==> src/rtl/play_arbiter_if.sv <==
// -----------------------------------------------------------------------------
// play_arbiter_if
//   Bundles the play_arbiter source and output signals.
//   slave  : the arbiter itself (sees the three sources, drives the outputs)
//   master : the surrounding logic (drives the sources, reads the outputs)
//
//   mode_in[2:0]                 raw mode switches: 100 free, 010 auto,
//                                001 learn, anything else = none
//   free_keys/free_note/free_octave            free-play source (7/4/2)
//   auto_note/auto_led/auto_octave/auto_num    auto player source (4/7/2/4)
//   learn_note/learn_led/learn_octave/learn_num learn player source (4/7/2/4)
//   note_out/led_out/octave_out/num            shared output path (4/7/2/4)
//   player_rst                   reset to the auto and learn players
//   mode_active[2:0]             one-hot granted source, 000 when none
//   busy                         high while settling or muting
// -----------------------------------------------------------------------------
interface play_arbiter_if;
  logic [2:0] mode_in;
  logic [6:0] free_keys;
  logic [3:0] free_note;
  logic [1:0] free_octave;
  logic [3:0] auto_note;
  logic [6:0] auto_led;
  logic [1:0] auto_octave;
  logic [3:0] auto_num;
  logic [3:0] learn_note;
  logic [6:0] learn_led;
  logic [1:0] learn_octave;
  logic [3:0] learn_num;
  logic [3:0] note_out;
  logic [6:0] led_out;
  logic [1:0] octave_out;
  logic [3:0] num;
  logic       player_rst;
  logic [2:0] mode_active;
  logic       busy;

  modport slave (
    input  mode_in, free_keys, free_note, free_octave,
           auto_note, auto_led, auto_octave, auto_num,
           learn_note, learn_led, learn_octave, learn_num,
    output note_out, led_out, octave_out, num, player_rst, mode_active, busy
  );

  modport master (
    output mode_in, free_keys, free_note, free_octave,
           auto_note, auto_led, auto_octave, auto_num,
           learn_note, learn_led, learn_octave, learn_num,
    input  note_out, led_out, octave_out, num, player_rst, mode_active, busy
  );
endinterface

==> src/rtl/play_arbiter.sv <==
// -----------------------------------------------------------------------------
// play_arbiter
//   Shares the single note/LED/octave/number path between free play, the auto
//   player and the learn player. The mode switch is synchronised and
//   debounced; every accepted handover passes through a silent gap during
//   which the players are held in reset, so the incoming mode starts clean.
//
//   Ports:
//     clk    system clock
//     reset  asynchronous, active-high reset
//     bus    play_arbiter_if.slave (sources in, shared outputs out)
//
//   Parameters:
//     DEB_CYCLES  cycles the synchronised mode must be stable to be accepted
//     GAP_CYCLES  cycles of forced silence plus player reset per handover
//     CNT_W       width of the shared debounce/gap counter
//
//   Optional feature macro: ARB_KEY_OVERRIDE_EN
//     When defined, pressing any free-play key while the auto player is
//     granted temporarily shows the free-play note/keys/octave (the song
//     number stays the auto player's). Undefined: keys only matter in free
//     mode.
// -----------------------------------------------------------------------------
module play_arbiter #(
  parameter int DEB_CYCLES = 1000,
  parameter int GAP_CYCLES = 500,
  parameter int CNT_W      = 16
) (
  input  logic          clk,
  input  logic          reset,
  play_arbiter_if.slave bus
);

  localparam logic [2:0] M_NONE  = 3'b000;
  localparam logic [2:0] M_FREE  = 3'b100;
  localparam logic [2:0] M_AUTO  = 3'b010;
  localparam logic [2:0] M_LEARN = 3'b001;

  localparam logic [CNT_W-1:0] DEB_T = CNT_W'(DEB_CYCLES);
  localparam logic [CNT_W-1:0] GAP_T = CNT_W'(GAP_CYCLES);
  localparam logic [CNT_W-1:0] ONE   = CNT_W'(1);

  typedef enum logic [1:0] {
    IDLE   = 2'd0,
    SETTLE = 2'd1,
    MUTE   = 2'd2,
    GRANT  = 2'd3
  } state_t;

  state_t           state_q, state_d;
  logic [CNT_W-1:0] cnt_q, cnt_d;
  logic [2:0]       cand_q, cand_d;
  logic [2:0]       active_q, active_d;
  logic [2:0]       sync1_q, sync2_q;
  logic [2:0]       ms;

  logic [3:0] note_q, note_d;
  logic [6:0] led_q, led_d;
  logic [1:0] octave_q, octave_d;
  logic [3:0] num_q, num_d;
  logic       busy_q, busy_d;

  // Two-stage synchroniser for the asynchronous mode switches.
  // NOTE: sequential state is assigned with <= so every flop samples the
  // pre-edge values; blocking assignments here would collapse the two stages.
  always_ff @(posedge clk or posedge reset) begin
    if (reset) begin
      sync1_q <= '0;
      sync2_q <= '0;
    end else begin
      sync1_q <= bus.mode_in;
      sync2_q <= sync1_q;
    end
  end

  // Only the three one-hot codes select a source; everything else means none.
  always_comb begin
    ms = M_NONE;
    if (sync2_q == M_FREE || sync2_q == M_AUTO || sync2_q == M_LEARN) begin
      ms = sync2_q;
    end
  end

  // Next-state logic. The counter starts at 1 on entry to SETTLE/MUTE and is
  // only incremented below its terminal value, so it can never wrap.
  // NOTE: every signal written in this block gets a default first, otherwise
  // paths that do not assign it would infer a latch.
  always_comb begin
    state_d  = state_q;
    cnt_d    = cnt_q;
    cand_d   = cand_q;
    active_d = active_q;
    unique case (state_q)
      IDLE: begin
        if (ms != M_NONE) begin
          cand_d  = ms;
          cnt_d   = ONE;
          state_d = SETTLE;
        end
      end
      SETTLE: begin
        if (ms == active_q) begin
          // Mode bounced back to the current owner: abandon the switch.
          state_d = (active_q == M_NONE) ? IDLE : GRANT;
        end else if (ms != cand_q) begin
          cand_d = ms;
          cnt_d  = ONE;
        end else if (cnt_q == DEB_T) begin
          state_d  = MUTE;
          cnt_d    = ONE;
          active_d = M_NONE;
        end else begin
          cnt_d = cnt_q + ONE;
        end
      end
      MUTE: begin
        // Switch input is deliberately ignored here; a change is picked up
        // by a fresh SETTLE once GRANT/IDLE is reached.
        if (cnt_q == GAP_T) begin
          active_d = cand_q;
          state_d  = (cand_q == M_NONE) ? IDLE : GRANT;
        end else begin
          cnt_d = cnt_q + ONE;
        end
      end
      GRANT: begin
        if (ms != active_q) begin
          cand_d  = ms;
          cnt_d   = ONE;
          state_d = SETTLE;
        end
      end
      default: state_d = IDLE;
    endcase
  end

  // Output data follows the source that will own the path next cycle, so the
  // new source appears in the same cycle the grant is registered.
  always_comb begin
    note_d   = '0;
    led_d    = '0;
    octave_d = '0;
    num_d    = '0;
    if (state_d == GRANT || state_d == SETTLE) begin
      unique case (active_d)
        M_FREE: begin
          note_d   = bus.free_note;
          led_d    = bus.free_keys;
          octave_d = bus.free_octave;
        end
        M_AUTO: begin
          note_d   = bus.auto_note;
          led_d    = bus.auto_led;
          octave_d = bus.auto_octave;
          num_d    = bus.auto_num;
        end
        M_LEARN: begin
          note_d   = bus.learn_note;
          led_d    = bus.learn_led;
          octave_d = bus.learn_octave;
          num_d    = bus.learn_num;
        end
        default: ;
      endcase
    end
`ifdef ARB_KEY_OVERRIDE_EN
    // A pressed key takes over the sound from the auto player without
    // resetting it; the song number keeps showing the auto song.
    if (state_q == GRANT && active_q == M_AUTO && bus.free_keys != '0) begin
      note_d   = bus.free_note;
      led_d    = bus.free_keys;
      octave_d = bus.free_octave;
    end
`endif
    busy_d = (state_d == SETTLE) || (state_d == MUTE);
  end

  always_ff @(posedge clk or posedge reset) begin
    if (reset) begin
      state_q  <= IDLE;
      cnt_q    <= '0;
      cand_q   <= M_NONE;
      active_q <= M_NONE;
      note_q   <= '0;
      led_q    <= '0;
      octave_q <= '0;
      num_q    <= '0;
      busy_q   <= 1'b0;
    end else begin
      state_q  <= state_d;
      cnt_q    <= cnt_d;
      cand_q   <= cand_d;
      active_q <= active_d;
      note_q   <= note_d;
      led_q    <= led_d;
      octave_q <= octave_d;
      num_q    <= num_d;
      busy_q   <= busy_d;
    end
  end

  assign bus.note_out    = note_q;
  assign bus.led_out     = led_q;
  assign bus.octave_out  = octave_q;
  assign bus.num         = num_q;
  assign bus.mode_active = active_q;
  assign bus.busy        = busy_q;
  // Combinational so the players are reset in the same cycle as the arbiter.
  assign bus.player_rst  = reset | (state_q == MUTE);

endmodule

==> src/flat_wrapper.sv <==
// flat-port wrapper written by rule: the top's interface ports become plain ports
module play_arbiter_flat 
#(
  parameter int DEB_CYCLES = 1000,
  parameter int GAP_CYCLES = 500,
  parameter int CNT_W      = 16
)
  (clk, reset, bus_mode_in, bus_free_keys, bus_free_note, bus_free_octave, bus_auto_note, bus_auto_led, bus_auto_octave, bus_auto_num, bus_learn_note, bus_learn_led, bus_learn_octave, bus_learn_num, bus_note_out, bus_led_out, bus_octave_out, bus_num, bus_player_rst, bus_mode_active, bus_busy);
  play_arbiter_if bus_i ();
  input  logic clk;
  input  logic reset;
  input wire logic [$bits(bus_i.mode_in)-1:0] bus_mode_in;
  input wire logic [$bits(bus_i.free_keys)-1:0] bus_free_keys;
  input wire logic [$bits(bus_i.free_note)-1:0] bus_free_note;
  input wire logic [$bits(bus_i.free_octave)-1:0] bus_free_octave;
  input wire logic [$bits(bus_i.auto_note)-1:0] bus_auto_note;
  input wire logic [$bits(bus_i.auto_led)-1:0] bus_auto_led;
  input wire logic [$bits(bus_i.auto_octave)-1:0] bus_auto_octave;
  input wire logic [$bits(bus_i.auto_num)-1:0] bus_auto_num;
  input wire logic [$bits(bus_i.learn_note)-1:0] bus_learn_note;
  input wire logic [$bits(bus_i.learn_led)-1:0] bus_learn_led;
  input wire logic [$bits(bus_i.learn_octave)-1:0] bus_learn_octave;
  input wire logic [$bits(bus_i.learn_num)-1:0] bus_learn_num;
  output wire logic [$bits(bus_i.note_out)-1:0] bus_note_out;
  output wire logic [$bits(bus_i.led_out)-1:0] bus_led_out;
  output wire logic [$bits(bus_i.octave_out)-1:0] bus_octave_out;
  output wire logic [$bits(bus_i.num)-1:0] bus_num;
  output wire logic [$bits(bus_i.player_rst)-1:0] bus_player_rst;
  output wire logic [$bits(bus_i.mode_active)-1:0] bus_mode_active;
  output wire logic [$bits(bus_i.busy)-1:0] bus_busy;
  assign bus_i.mode_in = bus_mode_in;
  assign bus_i.free_keys = bus_free_keys;
  assign bus_i.free_note = bus_free_note;
  assign bus_i.free_octave = bus_free_octave;
  assign bus_i.auto_note = bus_auto_note;
  assign bus_i.auto_led = bus_auto_led;
  assign bus_i.auto_octave = bus_auto_octave;
  assign bus_i.auto_num = bus_auto_num;
  assign bus_i.learn_note = bus_learn_note;
  assign bus_i.learn_led = bus_learn_led;
  assign bus_i.learn_octave = bus_learn_octave;
  assign bus_i.learn_num = bus_learn_num;
  assign bus_note_out = bus_i.note_out;
  assign bus_led_out = bus_i.led_out;
  assign bus_octave_out = bus_i.octave_out;
  assign bus_num = bus_i.num;
  assign bus_player_rst = bus_i.player_rst;
  assign bus_mode_active = bus_i.mode_active;
  assign bus_busy = bus_i.busy;
  play_arbiter #(.DEB_CYCLES(DEB_CYCLES), .GAP_CYCLES(GAP_CYCLES), .CNT_W(CNT_W)) u_core (.clk(clk), .reset(reset), .bus(bus_i));
endmodule
==> config.mk <==
export PLATFORM = sky130hd
export DESIGN_NAME = play_arbiter_flat
export DESIGN_NICKNAME = d
export VERILOG_FILES = /design/src/rtl/play_arbiter_if.sv /design/src/rtl/play_arbiter.sv /design/src/flat_wrapper.sv
export SDC_FILE = /design/constraint.sdc
export NUM_CORES = 1
export LEC_CHECK = 0
export BUFFER_PORTS_ARGS = -buffer_cell sky130_fd_sc_hd__clkbuf_2
export CORE_MARGIN = 2
export CORE_UTILIZATION = 40
export DETAILED_ROUTE_END_ITERATION = 8
export SKIP_LAST_GASP = 1
export SLEW_MARGIN = 20
export SYNTH_ARGS = -nofsm -noshare
export SYNTH_HDL_FRONTEND = slang
export SYNTH_SLANG_ARGS = --single-unit
==> constraint.sdc <==
create_clock -name clk -period 3.4 [get_ports clk]
set_input_delay 0.68 -clock clk [delete_from_list [all_inputs] [get_ports clk]]
set_output_delay 0.68 -clock clk [all_outputs]
set_load 0.02 [all_outputs]
==> reports/qor.csv, run 1 <==
metric,value,unit
multiInputGateArea,1450,um^2
synth_top_cell_by_area,dfrtp_1,
cp_slowest_stage_delay,0.59,ns
antenna_found_initial,0,
holdWs,0.355,ns
fmax,317,MHz
drc,0,
rows,30,
status,"complete, no violations",
place_ws,0.273,ns
seqCellArea,1200,um^2
arrival,3.30,ns
clock_latency,0.31,ns
utilization,0.492,
rsz0062_at_grt,false,
crit_chain,"inv_1, ha_1, nor4b_1, nand4_1, or3_1, o41ai_4, o21ai_2, xor2_1, a21oi_2, a311oi_1",
critical_path_class,reg -> reg,
skew,0.00675,ns
grt_pass1_vias,2382,
n_fill_cell,664,
powerDensity,529,nW/um^2
synth_area_per_cell,9.37,um^2
io_pins,74,
synthArstFlopShare,1.00,
nets,429,
numPortBuffers,73,
worst_pin_slew,0.816,ns
root_buffer,clkbuf_8,
diodes,0,
crit_path_max_fanout,13,
max-vdd-ir-drop,0.219,mV
ys.flop_type,dfrtp_1,
area_growth_syn_to_layout,19.9,%
cts_tree,built,
core,6760,um^2
tns,0,ns
wl,6640,um
synth-edff-count,0,
fp.dieW,87.3,um
hp-class,reg -> reg,
synth_area_leaders,"dfrtp_1 (43%), nand3_1 (6.9%), nand2_1 (4.3%)",
finalCritPeriodShare,0.926,
end_kind,register,
post-route-cell-area,3330,um^2
avgViaCountPerCell,5.46,
start_util,0.411,
crit_family,compound AO/OA/AOI/OAI gates,
p_leak,1.49,nW
drive_above_1_share,0.286,
fp.dieH,87.3,um
grt_start_max_net_pins,49,
maxCapViolations,0,
critPathSlowestCell,a21oi_2,
cts_hold_buffers,0,
post_cts_buffers,0,
gr-total-overflow,0,
finalWorstSetupSlack,0.250,ns
htreeDepth,2,
synth-seq-cells,48,
start_kind,register,
relSlewSlack,0.456,
synth.yosys.seq_area_share,0.433,
dpl.hpwl,4890,um
worst-path-buf-inv,1,
clockBufferDepth,2,
clk_pin_slew,0.09,ns
die_area,7620,um^2
synth_cells,296,
wire_per_inst,14.8,um
first_iter_violations,102,
period_needed,3.15,ns
placed_area,3220,um^2
critPathRequiredTime,3.55,ns
yosys.area.top_type_share,0.433,
syn_area,2770,um^2
synth.distinct_cells,52,
setup_viol,0,
drtAntennaViolNets,0,
final_max_slew_viol_count,0,
cts_resized,0,
grt_pass1_wl,11100,um
place.gp.congestion,0.825,
syn_nets,356,
vias,2457,
hold_viol_final,0,
ys_warn_count,0,
numCtsBuffers,5,
first_pass_iters,4,
grtUsageTotal,0.187,
clkSinkCount,48,
worst register-to-register path: cells and delay by family (launching register included):
family,cells,cell delay [ns]
AOI/OAI and AO/OA,4,1.21
xor gates and xnor gates,1,0.20
adders and majority gates,1,0.16
buffers and inverters,1,0.12
DFF,1,0.42
and+or+nand+nor,3,0.91
per-layer routing:
| layer | share of wire | GRT usage | vias up |
|---|---|---|---|
| met3 | 0.041 | 0.0436 | 6 |
| li1 | - | - | 1221 |
| met4 | 0.013 | 0.0573 | 0 |
| met1 | 0.44 | 0.238 | 1172 |
| met5 | 0 | 0 | - |
| met2 | 0.51 | 0.314 | 58 |
registers in the layout, summed over array words and instances, names as in the netlist, 3 cells and up:
name / cells
u_core.bus.led_out: 7
u_core.bus.num: 4
u_core.sync1_q: 3
u_core.cnt_q: 16
u_core.cand_q: 3
u_core.bus.mode_active: 3
u_core.bus.note_out: 4
u_core.sync2_q: 3
path summary, 6_finish.rpt:
kind                                   start                    end  slack, ns  cells after the start
setup / recovery             u_core.cnt_q[0]  u_core.bus.led_out[4]       0.25                     10
hold / removal             u_core.sync1_q[0]      u_core.sync2_q[0]       0.36                      0
setup reg to reg             u_core.cnt_q[0]  u_core.bus.led_out[4]       0.25                     10
hold reg to reg            u_core.sync1_q[0]      u_core.sync2_q[0]       0.36                      0
max in group asynchronous              reset       u_core.cnt_q[14]       2.42                      2
min in group asynchronous              reset        u_core.cnt_q[2]       0.48                      2
logic make-up after synthesis:
family,count (synthesis),synth area share
buf+inv,26,0.0433
compound gates,64,0.191
simple gates,137,0.253
xor+xnor,9,0.0284
fa+ha+maj,8,0.0361
mux,4,0.0158
flops,48,0.433
cells in the mapped netlist (5+ instances only):
| master | instances |
|---|---|
| nand3_1 | 38 |
| nand2_1 | 32 |
| ha_1 | 8 |
| dfrtp_1 | 48 |
| clkbuf_1 | 6 |
| o21ai_0 | 16 |
| buf_2 | 6 |
| a311oi_1 | 9 |
| nor2_1 | 20 |
| inv_1 | 12 |
| and3_1 | 7 |
| xnor2_1 | 7 |
| a21oi_1 | 8 |
| nor3_1 | 5 |
metrics by stage:
stage,total power [W],std cells
after floorplan,0.00118,296
after global placement,0.00136,442
after detailed placement,0.00136,442
after CTS,0.00178,450
after global routing,0.00189,450
final,0.00176,450
placed cells by master, fill, tap and decap left out, types with 8 or more instances in the layout:
master / n
a21oi_1: 8
a311oi_1: 9
clkbuf_2: 73
dfrtp_1: 48
ha_1: 8
inv_1: 11
nand2_1: 32
nand3_1: 38
nor2_1: 20
o21ai_0: 16
power breakdown:
group,internal [W],switching (W)
clock,0.000218,0.000194
sequential,0.000618,0.0000503
combinational,0.000252,0.000427
cell type report:
type                    count  area share
clock buffers               6      0.0218
inverters                  12      0.0139
flip-flops and latches     48       0.361
repair buffers             80       0.126
multi-input cells         222       0.437
clock inverters             2      0.0105
well taps                  80      0.0301
No activity file was read; power rests on OpenSTA's default activity.
==> inputs of run 2 (changes only) <==
--- a/config.mk
+++ b/config.mk
@@ -5,6 +5,7 @@
 export SDC_FILE = /design/constraint.sdc
 export NUM_CORES = 1
 export LEC_CHECK = 0
+export ABC_AREA = 1
 export BUFFER_PORTS_ARGS = -buffer_cell sky130_fd_sc_hd__clkbuf_2
 export CORE_MARGIN = 2
 export CORE_UTILIZATION = 40
==> run 2 against run 1 <==
Register-to-register slack improved by 0.78 ns. Combinational power grew to 3.2 times the previous value. Wire length up 14%. Die area is 12% higher. Cell count up 27%. Area after synthesis is 13% higher. Non-clock buffer count down 6. Utilization shrank 2.4 points. Sequential power up 17%. Clock-buffer cell count down 1. Worst hold slack better by 0.00075 ns. Design area up 7.7%. Highest routed layer unchanged.
==> reports/qor.csv, run 2 <==
metric,value,unit
synth.distinct_cells,35,
tns,0,ns
synth_area_per_cell,7.72,um^2
cp_slowest_stage_delay,0.46,ns
grtUsageTotal,0.187,
htreeDepth,2,
synth-seq-cells,48,
ys.flop_type,dfrtp_1,
syn_nets,466,
numCtsBuffers,5,
syn_area,3140,um^2
avgViaCountPerCell,5.14,
pwr-share-comb,0.664,
place.gp.congestion,0.838,
crit_path_frequent_cell,inv_1,
max-vdd-ir-drop,0.674,mV
powerDensity,926,nW/um^2
wire_per_inst,13.2,um
hp-class,reg -> reg,
post_cts_buffers,0,
arrival,1.70,ns
drive_above_1_share,0.251,
status,"complete, no violations",
clk_pin_slew,0.09,ns
worst_pin_slew,0.735,ns
clkSinkCount,48,
p_leak,1.86,nW
n_fill_cell,792,
drtAntennaViolNets,0,
layout_commonest_cell,clkbuf_2,
top_register,u_core.cnt_q,
clockBufferDepth,2,
cts_resized,0,
start_util,0.410,
period_needed,2.38,ns
yosys.area.top_type_share,0.383,
root_buffer,clkbuf_8,
dpl.hpwl,5730,um
final_max_slew_viol_count,0,
synth-edff-count,0,
p_int,0.00143,W
p_sw,0.00189,W
ys_warn_count,0,
rsz0062_at_grt,false,
total_power,0.00332,W
cts_hold_buffers,0,
hold_viol_final,0,
synth_cells,406,
multiInputGateArea,1530,um^2
synth_area_leaders,"dfrtp_1 (38%), nand4_1 (10%), nand2_1 (8.1%)",
setup_viol,0,
placed_area,3500,um^2
core,7650,um^2
fp.dieW,92.5,um
seqPwrFrac,0.237,
crit_chain,"inv_1, ha_1, inv_1, nand2_1, clkbuf_2",
finalCritPeriodShare,0.700,
io_pins,74,
vias,2947,
yosysMostFrequentCell,nand2_1,
start_kind,register,
synthArstFlopShare,1.00,
die_area,8560,um^2
skew,0.00552,ns
pwr-share-clk,0.100,
clock_latency,0.30,ns
antenna_found_initial,0,
diodes,0,
wl,7580,um
numPortBuffers,73,
grt_start_max_net_pins,49,
first_pass_iters,5,
grt_pass1_wl,12900,um
relSlewSlack,0.506,
final_cell_mix,"clkbuf_2 (73), nand2_1 (68), inv_1 (57)",
critPathRequiredTime,2.72,ns
p_sw_frac,0.569,
maxCapViolations,0,
gr-total-overflow,0,
synth.yosys.seq_area_share,0.383,
critical_path_class,reg -> out,
critPathSlowestCell,dfrtp_1,
crit_path_max_fanout,8,
grt_pass1_vias,2822,
synth_top_cell_by_area,dfrtp_1,
fp.dieH,92.5,um
drc,0,
nets,531,
cts_tree,built,
first_iter_violations,126,
largest_register_ff_count,16,
yosys-top-cells-count,"nand2_1 (68), inv_1 (58), nand4_1 (52)",
holdWs,0.356,ns
seqCellArea,1200,um^2
area_growth_syn_to_layout,14.2,%
rows,32,
fmax,420,MHz
end_kind,output pin,
post-route-cell-area,3580,um^2
[run 2: kinds of logic (layout without fill, tap and decap cells)]
family                   Yosys count  after routing  share of synthesized area
flip-flops                        48             48                      0.383
AO/OA/AOI/OAI                     38             38                     0.0694
XOR/XNOR                           6              6                     0.0192
adder cells (fa/ha/maj)            8              8                     0.0319
AND/OR/NAND/NOR                  222            222                      0.368
buffers and inverters             84            149                      0.128
[run 2: routing by layer]
layer,share of wire,routed length (um),track usage,vias up
met3,0.065,494,0.0358,18
met5,0,0,0,-
met2,0.49,3700,0.316,120
met1,0.43,3220,0.236,1333
li1,-,-,-,1476
met4,0.022,165,0.0709,0
[run 2: final cells by class]
cell class,count,share of cell area
clock buffer,5,0.0192
clock inverter,2,0.00349
inverter,68,0.0747
multi-input combinational,274,0.428
sequential,48,0.335
tap,102,0.0356
timing repair buffer,74,0.104
[run 2: path summary, 6_finish.rpt]
path	startpoint	slack (ns)	depth (start not counted)	endpoint
setup / recovery	u_core.state_q[0]	1.02	5	bus_player_rst
hold / removal	u_core.sync1_q[0]	0.36	0	u_core.sync2_q[0]
setup reg to reg	u_core.cnt_q[0]	1.03	18	u_core.bus.octave_out[1]
hold reg to reg	u_core.sync1_q[0]	0.36	0	u_core.sync2_q[0]
max in group asynchronous	reset	2.47	3	u_core.cnt_q[0]
min in group asynchronous	reset	0.53	3	u_core.state_q[1]
[run 2: metrics by stage]
stage	std cells	util	setup WS [ns]
finish	573	0.468	1.02
global route	573	0.468	0.747
CTS	573	0.468	1.02
detailed placement	566	0.458	1.08
global placement	566	0.458	1.12
floorplan	406	-	0.646
[run 2: critical path, delay by kind of cell, from the launching register on]
kind | cells | cell delay, ns
flip-flops | 1 | 0.46
buffers and inverters | 3 | 0.47
adder cells (fa/ha/maj) | 1 | 0.35
AND/OR/NAND/NOR | 1 | 0.13
[run 2: power by group through the flow]
stage	combinational (W)	sequential, W	clock, W
after floorplan	0.00195	0.000853	0
after global placement	0.00216	0.000795	0
after detailed placement	0.00219	0.000795	0
after CTS	0.00219	0.000786	0.000351
after global routing	0.00247	0.000803	0.000375
final	0.00220	0.000785	0.000331
